## config.mk

```make
export PLATFORM = sky130hd
export DESIGN_NAME = i2c_op_master_flat
export DESIGN_NICKNAME = d
export VERILOG_FILES = /design/src/rtl/i2c_op_master_if.sv /design/src/rtl/i2c_op_master.sv /design/src/flat_wrapper.sv
export SDC_FILE = /design/constraint.sdc
export NUM_CORES = 1
export LEC_CHECK = 0
export CORE_MARGIN = 10
export CORE_UTILIZATION = 50
export DETAILED_ROUTE_END_ITERATION = 7
export PLACE_DENSITY = 0.79
export SYNTH_ARGS = -nofsm -noshare
export SYNTH_HDL_FRONTEND = slang
export SYNTH_SLANG_ARGS = --single-unit
```

## constraint.sdc

```tcl
create_clock -name Clk -period 8.1 [get_ports Clk]
set_clock_uncertainty 0.2 [all_clocks]
set_input_delay 2.025 -clock Clk [delete_from_list [all_inputs] [get_ports Clk]]
set_output_delay 2.025 -clock Clk [all_outputs]
set_load 0.01 [all_outputs]
```

## src/rtl/i2c_op_master_if.sv

```systemverilog
// Op-feed handshake plus open-drain SCL/SDA controls shared by the I2C op master and its surroundings.
interface i2c_op_master_if;
  logic       Start;
  logic [1:0] Op;
  logic [7:0] Data;
  logic       Update;
  logic       SDA_i;
  logic       SCL_oe;
  logic       SDA_oe;
  logic       Busy;
  logic       Done;
  logic       Nack;

  modport master (
    input  Start, Op, Data, SDA_i,
    output Update, SCL_oe, SDA_oe, Busy, Done, Nack
  );

  modport slave (
    output Start, Op, Data, SDA_i,
    input  Update, SCL_oe, SDA_oe, Busy, Done, Nack
  );
endinterface

```

## src/rtl/i2c_op_master.sv

```systemverilog
// Write-only bit-level I2C master executing the {Op,Data} entry stream of the init-sequence feed.
//
// state     | meaning
// ----------+-----------------------------------------------------------
// S_IDLE    | bus released, waiting for Start
// S_FETCH   | 2 clks for the feed to present the next entry
// S_DECODE  | latch Op/Data, choose START/BIT/STOP path
// S_RSTART  | one released-SCL quarter ahead of a repeated start
// S_START_C | start condition: 2 quarters released, 2 quarters SDA low
// S_BIT     | 8 data bits MSB first, 4 quarters each
// S_ACK     | ninth clock, SDA released, slave ACK sampled in q2
// S_STOP_C  | stop condition over 5 quarters
// S_END     | Done pulse, drop Busy
module i2c_op_master #(
  parameter int CLK_DIV = 125
) (
  input  logic            Clk,
  input  logic            Reset_n,
  i2c_op_master_if.master bus
);

  localparam int TW = $clog2(CLK_DIV);
  localparam logic [TW-1:0] TC_LOAD = TW'(CLK_DIV - 1);

  typedef enum logic [3:0] {
    S_IDLE, S_FETCH, S_DECODE, S_RSTART, S_START_C,
    S_BIT, S_ACK, S_STOP_C, S_END
  } state_t;

  state_t          state, state_n;
  logic [TW-1:0]   tmr, tmr_n;
  logic [2:0]      qidx, qidx_n;
  logic [2:0]      bidx, bidx_n;
  logic            fcnt, fcnt_n;
  logic [7:0]      sr, sr_n;
  logic            in_txn, in_txn_n;
  logic            rpend, rpend_n;
  logic            ack_smp, ack_n;
  logic            update_r, update_n;
  logic            done_r, done_n;
  logic            busy_r, busy_n;
  logic            nack_r, nack_n;
  logic            scl_r, sda_r;
  logic [1:0]      drv_n;
  logic            timed, tc;

  // {scl_oe, sda_oe} for a given state/quarter; evaluated on the next state so the pins are registered
  function automatic logic [1:0] line_drive(input state_t st, input logic [2:0] q, input logic b);
    logic [1:0] d;
    d = 2'b00;
    case (st)
      S_START_C: d = {1'b0, q[1]};
      S_BIT:     d = {~q[1], ~b};
      S_ACK:     d = {~q[1], 1'b0};
      S_STOP_C:  d = {(q == 3'd0), (q < 3'd3)};
      default:   d = 2'b00;
    endcase
    return d;
  endfunction

  always_ff @(posedge Clk) begin
    if (!Reset_n) begin
      state    <= S_IDLE;
      tmr      <= TC_LOAD;
      qidx     <= '0;
      bidx     <= '0;
      fcnt     <= 1'b0;
      sr       <= '0;
      in_txn   <= 1'b0;
      rpend    <= 1'b0;
      ack_smp  <= 1'b0;
      update_r <= 1'b0;
      done_r   <= 1'b0;
      busy_r   <= 1'b0;
      nack_r   <= 1'b0;
      scl_r    <= 1'b0;
      sda_r    <= 1'b0;
    end else begin
      state    <= state_n;
      tmr      <= tmr_n;
      qidx     <= qidx_n;
      bidx     <= bidx_n;
      fcnt     <= fcnt_n;
      sr       <= sr_n;
      in_txn   <= in_txn_n;
      rpend    <= rpend_n;
      ack_smp  <= ack_n;
      update_r <= update_n;
      done_r   <= done_n;
      busy_r   <= busy_n;
      nack_r   <= nack_n;
      scl_r    <= drv_n[1];
      sda_r    <= drv_n[0];
    end
  end

  always_comb begin
    state_n  = state;
    qidx_n   = qidx;
    bidx_n   = bidx;
    fcnt_n   = 1'b0;
    sr_n     = sr;
    in_txn_n = in_txn;
    rpend_n  = rpend;
    ack_n    = ack_smp;
    update_n = 1'b0;
    done_n   = 1'b0;
    busy_n   = busy_r;
    nack_n   = nack_r;
    timed    = (state == S_RSTART) || (state == S_START_C) || (state == S_BIT) ||
               (state == S_ACK) || (state == S_STOP_C);
    tc       = (tmr == '0);
    tmr_n    = (timed && !tc) ? tmr - TW'(1) : TC_LOAD;

    case (state)
      S_IDLE: begin
        if (bus.Start) begin
          busy_n   = 1'b1;
          nack_n   = 1'b0;
          update_n = 1'b1;
          state_n  = S_FETCH;
        end
      end
      S_FETCH: begin
        fcnt_n = 1'b1;
        if (fcnt) begin
          fcnt_n  = 1'b0;
          state_n = S_DECODE;
        end
      end
      S_DECODE: begin
        sr_n   = bus.Data;
        qidx_n = '0;
        bidx_n = 3'd7;
        case (bus.Op)
          2'd1: state_n = in_txn ? S_RSTART : S_START_C;
          2'd2: state_n = in_txn ? S_BIT : S_START_C;
          2'd3: begin
            rpend_n = 1'b1;
            state_n = in_txn ? S_STOP_C : S_START_C;
          end
          default: begin
            rpend_n = 1'b0;
            state_n = in_txn ? S_STOP_C : S_END;
          end
        endcase
      end
      S_RSTART: begin
        if (tc) state_n = S_START_C;
      end
      S_START_C: begin
        if (tc) begin
          if (qidx == 3'd3) begin
            qidx_n   = '0;
            bidx_n   = 3'd7;
            in_txn_n = 1'b1;
            state_n  = S_BIT;
          end else begin
            qidx_n = qidx + 3'd1;
          end
        end
      end
      S_BIT: begin
        if (tc) begin
          if (qidx == 3'd3) begin
            qidx_n = '0;
            if (bidx == 3'd0) state_n = S_ACK;
            else              bidx_n  = bidx - 3'd1;
          end else begin
            qidx_n = qidx + 3'd1;
          end
        end
      end
      S_ACK: begin
        if (tc) begin
          if (qidx == 3'd3) begin
            qidx_n = '0;
            if (ack_smp) begin
              nack_n  = 1'b1;
              rpend_n = 1'b0;
              state_n = S_STOP_C;
            end else begin
              update_n = 1'b1;
              state_n  = S_FETCH;
            end
          end else begin
            // SCL has been released for a full quarter by the end of q2
            if (qidx == 3'd2) ack_n = bus.SDA_i;
            qidx_n = qidx + 3'd1;
          end
        end
      end
      S_STOP_C: begin
        if (tc) begin
          if (qidx == 3'd4) begin
            qidx_n   = '0;
            in_txn_n = 1'b0;
            state_n  = rpend ? S_START_C : S_END;
          end else begin
            qidx_n = qidx + 3'd1;
          end
        end
      end
      S_END: begin
        done_n  = 1'b1;
        busy_n  = 1'b0;
        state_n = S_IDLE;
      end
      default: state_n = S_IDLE;
    endcase

    drv_n = line_drive(state_n, qidx_n, sr_n[bidx_n]);
  end

  assign bus.Update = update_r;
  assign bus.Done   = done_r;
  assign bus.Busy   = busy_r;
  assign bus.Nack   = nack_r;
  assign bus.SCL_oe = scl_r;
  assign bus.SDA_oe = sda_r;

endmodule
```

## src/flat_wrapper.sv

```systemverilog
// flat-port wrapper written by rule: the top's interface ports become plain ports
module i2c_op_master_flat 
#(
  parameter int CLK_DIV = 125
)
  (Clk, Reset_n, bus_Start, bus_Op, bus_Data, bus_SDA_i, bus_Update, bus_SCL_oe, bus_SDA_oe, bus_Busy, bus_Done, bus_Nack);
  i2c_op_master_if bus_i ();
  input  logic Clk;
  input  logic Reset_n;
  input wire logic [$bits(bus_i.Start)-1:0] bus_Start;
  input wire logic [$bits(bus_i.Op)-1:0] bus_Op;
  input wire logic [$bits(bus_i.Data)-1:0] bus_Data;
  input wire logic [$bits(bus_i.SDA_i)-1:0] bus_SDA_i;
  output wire logic [$bits(bus_i.Update)-1:0] bus_Update;
  output wire logic [$bits(bus_i.SCL_oe)-1:0] bus_SCL_oe;
  output wire logic [$bits(bus_i.SDA_oe)-1:0] bus_SDA_oe;
  output wire logic [$bits(bus_i.Busy)-1:0] bus_Busy;
  output wire logic [$bits(bus_i.Done)-1:0] bus_Done;
  output wire logic [$bits(bus_i.Nack)-1:0] bus_Nack;
  assign bus_i.Start = bus_Start;
  assign bus_i.Op = bus_Op;
  assign bus_i.Data = bus_Data;
  assign bus_i.SDA_i = bus_SDA_i;
  assign bus_Update = bus_i.Update;
  assign bus_SCL_oe = bus_i.SCL_oe;
  assign bus_SDA_oe = bus_i.SDA_oe;
  assign bus_Busy = bus_i.Busy;
  assign bus_Done = bus_i.Done;
  assign bus_Nack = bus_i.Nack;
  i2c_op_master #(.CLK_DIV(CLK_DIV)) u_core (.Clk(Clk), .Reset_n(Reset_n), .bus(bus_i));
endmodule
```

Yosys cells after proc, flatten, opt, wreduce, memory -nomap -nowiden
Index checks and enable logic that the tools add are counted.
{ "classes": {"addsub": 3, "n_lt_le_gt_ge": 2, "eq_ne": 27, "n_mux": 59, "bitwise_logic": 3, "n_reduce_logical": 23} }
{ "ops": {"columns": ["operator", "n"], "rows": [
  ["4-bit two-way mux", 14],
  ["3-bit two-way mux", 11],
  ["4-bit by 3-bit equality test with 1-bit output, second input constant", 8],
  ["4-bit case mux with 8 select lines", 1],
  ["1-bit two-way mux", 20],
  ["3-bit case mux with 3 select lines", 2],
  ["5-bit AND reduction", 3],
  ["1-bit case mux with 2 select lines", 6],
  ["4-bit case mux with 3 select lines", 1],
  ["2-bit inequality test, second input constant", 5],
  ["4-bit by 2-bit equality test with 1-bit output, second input constant", 2],
  ["8-bit two-way mux", 1],
  ["2-bit by 1-bit inequality test with 1-bit output, second input constant", 4],
  ["2-bit case mux with 4 select lines", 1],
  ["2-bit nonzero test", 4],
  ["7-bit logical NOT", 1],
  ["7-bit by 1-bit subtractor with 7-bit output, second input constant", 1],
  ["3-bit by 2-bit equality test with 1-bit output, second input constant", 2],
  ["3-bit logical NOT", 2],
  ["2-bit AND reduction", 3],
  ["2-bit equality test, second input constant", 2],
  ["4-bit by 1-bit equality test with 1-bit output, second input constant", 1],
  ["4-bit equality test, second input constant", 1],
  ["4-bit logical NOT", 1],
  ["15 further kinds", 20]
]} }
{ "word_totals": {"reg_bits": 35, "in_bits": 14} }

Depth between registers and ports, before layout
{ "depth": {"word_depth": 9, "mapped_depth": 10, "ltp_nobuf": 9} }

Worst setup path after synthesis
No wires, ideal clock.
{ "synth_path": {"path_kind": "input-to-reg", "start": "input port bus_Op[0]", "end": "register u_core.sda_r, in the netlist u_core.bus.SDA_oe", "arrival_ns": 3.376, "required_time_ns": 7.784, "slack_ns": 4.408, "path_stages": 7, "path_buffers": 0, "cell_sequence": "inv_1 ha_1 a2111oi_0 nor3_1 o31ai_1 nor3_1 a41o_1"} }
{ "synth_between": {"elab_chain_cells": 5, "word_cells_on_any_way": 10} }
{ "synth_lines": {"columns": ["element", "line", "rtl"], "rows": [
  ["from (decl)", "flat_wrapper.sv:11", "input wire logic [$bits(bus_i.Op)-1:0] bus_Op;"],
  ["2-bit equality test / 2-bit by 1-bit equality test with 1-bit output (equally long branches)", "i2c_op_master.sv:135", "case (bus.Op)"],
  ["4-bit case mux with 3 select lines (*)", "i2c_op_master.sv:135", null],
  ["4-bit case mux with 8 select lines (*)", "i2c_op_master.sv:115", "case (state)"],
  ["4-bit by 3-bit equality test with 1-bit output", "i2c_op_master.sv:51", "case (st)"],
  ["2-bit case mux with 4 select lines (*)", "i2c_op_master.sv:51", null],
  ["to (signal assigned)", "i2c_op_master.sv:93", "sda_r <= drv_n[0];"],
  ["to (decl)", "i2c_op_master.sv:43", "logic scl_r, sda_r;"]
]} }
Every way passes the cells marked *; elsewhere a longest branch is shown, timed or not.
A chain may end at the register's enable or synchronous reset.

Worst setup path in the final report
Ends and elaborated chain as after synthesis.

==> summary.md <==
| Metric | Value |
|---|---|
| Worst endpoint data arrival time | 4.20 ns |
| CP required | 8.08 ns |
| Die Area | 6918 sq um |
| Post_cts resized | 0 |
| Crit. End Element | flip-flop |
| Post-synth ARST share | 0 |
| GPL Wtd Cong | 0.9185 |
| Total CTS buffers | 5 |
| Dpl hpwl | 3280 um |
| Wirelength per Cell | 14.23 um |
| Hold_buf cts | 0 |
| Seq/Total Area, Yosys | 0.3511 |
| Synthesized area per cell | 8.047 sq um |
| GRT overflow | 0 |
| Synth top area cells | dfxtp_1 35%, ha_1 8.2%, nand2_1 5.8%, a21oi_1 5.8%, nor2_1 4.5% |
| FMAX | 237.0 MHz |
| Yosys warns | 0 |
| Deepest clock path buffer count | 2 |
| Initial antenna violation count | 0 |
| Post-synth EDFFs | 0 |
| Post-Route WL | 4467 um |
| Via count | 1811 |
| Leading area contributor after synthesis | dfxtp_1 |
| Nets | 292 |
| Root Buffer | clkbuf_8 |
| Area Overhead vs Synth | 14.55% |
| Share of the synthesized area in the top cell type | 0.3511 |
| Power per cell area | 144.1 nW/um^2 |
| First-pass GRT wire length | 7665 um |
| Slew Limit Headroom | 0.4799 |
| # IOs | 20 |
| Critical Path Source Type | input pin |
| Port buffer count | 19 |
| Synthesized cell area | 1996 sq um |
| DRT iter0 DRCs | 138 |
| Peak VDD IR | 0.0001006 V |
| Core area | 3771 sq um |
| Most frequent cell after synthesis | dfxtp_1 |
| Yosys cell types | 54 |
| Proportion of layout cells with a drive suffix above 1 | 0.06391 |
| Final worst slack | 3.881 ns |
| Unrepaired setup endpoints after global routing | false |
| Ant. Diodes | 0 |
| Max-Cap Viols | 0 |
| Pre-antenna DRT Iters | 4 |
| Insertion delay to the later sink of the worst-skew pair | 0.29 ns |
| # DRC | 0 |
| Status | finished, final reports clean |
| Final-report setup violation count | 0 |
| Yosys reg bits | 35 |
| Worst Hold Class | reg -> reg |
| # rows | 22 |
| Fin crit period | 4.219 ns |
| LEAKAGE | 0.8511 nW |
| Antenna viol nets, final | 0 |
| Gate Count Post-Synth | 248 |
| Crit Path Class | in -> reg |
| CTS tree | built |
| Worst Path Max Fanout | 4 |
| Worst-path clk slew | 0.06 ns |
| Post-Route Setup TNS | 0 ns |
| Via-to-Cell Ratio | 5.768 |
| Largest net degree at the start of global routing | 23 |
| Final hold vios | 0 |
| Setup slack at placement | 3.604 ns |
| Htree depth | 2 |
| Die width | 83.18 um |
| Initial Utilization | 0.5292 |
| Syn nets | 275 |
| Final worst path period share | 0.5209 |
| Number of global-route vias before repair | 1685 |
| Slew @ Worst Pin | 0.7797 ns |
| Fin. max-slew vios | 0 |
| Top_reg_cell synth | dfxtp_1 |
| Die Height | 83.18 um |
| Post-synth top cells | 35 x dfxtp_1, 31 x nand2_1, 24 x nor2_1 |
| Sink Count | 35 |
| Postcts setup bufs | 0 |
| GRT Overall Usage | 0.1286 |
worst max-delay path, cell delays in order:
cell and delay (ns):
clkdlybuf4s50_1 0.52, inv_1 0.08, ha_1 0.21, a2111oi_0 0.42, nor3_1 0.10, o31ai_1 0.47, nor3_1 0.12, a41o_1 0.24
per-stage QoR:
step / std cells / hold slack (ns) / utilization / instance area (sq um) / power, mW
floorplan: 248 / 0.2162 / - / 1996 / 0.2008
global placement: 306 / 0.2437 / 0.5846 / 2205 / 0.2133
detailed placement: 306 / 0.2499 / 0.5846 / 2205 / 0.2138
CTS: 314 / 0.2582 / 0.6062 / 2286 / 0.3324
global route: 314 / 0.2770 / 0.6062 / 2286 / 0.3432
finish: 314 / 0.2581 / 0.6062 / 2286 / 0.3294
per-layer routing:
metal  part of all wire  GRT usage  vias to the layer above  wire length [um]
li1                   -          -                      917                 -
met3              0.065    0.03418                       10               289
met4              0.020    0.05692                        0                88
met1               0.46     0.1622                      824              2050
met2               0.46     0.1990                       60              2040
met5                  0          0                        -                 0
registers in the layout (all words and copies together), names as in the netlist:
register / cells
u_core.ack_smp: 1
u_core.bidx: 3
u_core.bus.Busy: 1
u_core.bus.Done: 1
u_core.bus.Nack: 1
u_core.bus.SCL_oe: 1
u_core.bus.SDA_oe: 1
u_core.bus.Update: 1
u_core.fcnt: 1
u_core.in_txn: 1
u_core.qidx: 3
u_core.rpend: 1
u_core.sr: 8
u_core.state: 4
u_core.tmr: 7
power breakdown:
| part | internal (mW) | switching, mW |
|---|---|---|
| registers | 0.175 | 0.00378 |
| clock network | 0.0602 | 0.0590 |
| logic | 0.0154 | 0.0158 |
| total | 0.251 | 0.0785 |
layout make-up:
type                       count  area (sq um)
fill                         344          1485
inverter                      18         67.56
clock inverter                 1         5.005
sequential                    35         700.7
clock buffer                   7         76.32
multi-input combinational    186          1186
tap                           48         60.06
timing repair buffer          19         190.2
cells in the final DEF, fill, tap and decap left out, types with 3 or more instances in the layout:
| cell | synthesis | layout |
|---|---|---|
| nand3_1 | 6 | 6 |
| nor2b_1 | 3 | 3 |
| o211ai_1 | 3 | 3 |
| inv_1 | 18 | 18 |
| nand4_1 | 6 | 6 |
| o21ai_0 | 6 | 6 |
| dfxtp_1 | 35 | 35 |
| a21oi_1 | 23 | 23 |
| a31oi_1 | 3 | 3 |
| or3_1 | 3 | 3 |
| nor2_1 | 24 | 24 |
| mux2i_1 | 3 | 3 |
| nand2_1 | 31 | 31 |
| clkbuf_8 | 0 | 5 |
| o31ai_1 | 3 | 3 |
| and3_1 | 4 | 4 |
| clkdlybuf4s50_1 | 0 | 19 |
| ha_1 | 13 | 13 |
| nand3b_1 | 4 | 4 |
| xnor2_1 | 3 | 3 |
| nor3_1 | 11 | 11 |
final timing paths:
kind,from,end,slack (ns),depth (start not counted)
worst min-delay path,u_core.sr[0]$_SDFF_PN0_,u_core.sr[0]$_SDFF_PN0_,0.26,2
worst max register to register,u_core.state[1]$_SDFF_PN0_,u_core.bus.SDA_oe$_SDFF_PN0_,4.97,7
worst min register to register,u_core.sr[0]$_SDFF_PN0_,u_core.sr[0]$_SDFF_PN0_,0.26,2
worst max-delay path,bus_Op[0],u_core.bus.SDA_oe$_SDFF_PN0_,3.88,8
logic make-up after synthesis:
family,count (synthesis),share of synthesized area
xor+xnor,5,0.02571
compound gates,55,0.1781
mux,3,0.01505
fa+ha+maj,13,0.08151
buf+inv,27,0.05454
flops,35,0.3511
simple gates,110,0.2940
No activity file was read; power rests on OpenSTA's default activity.
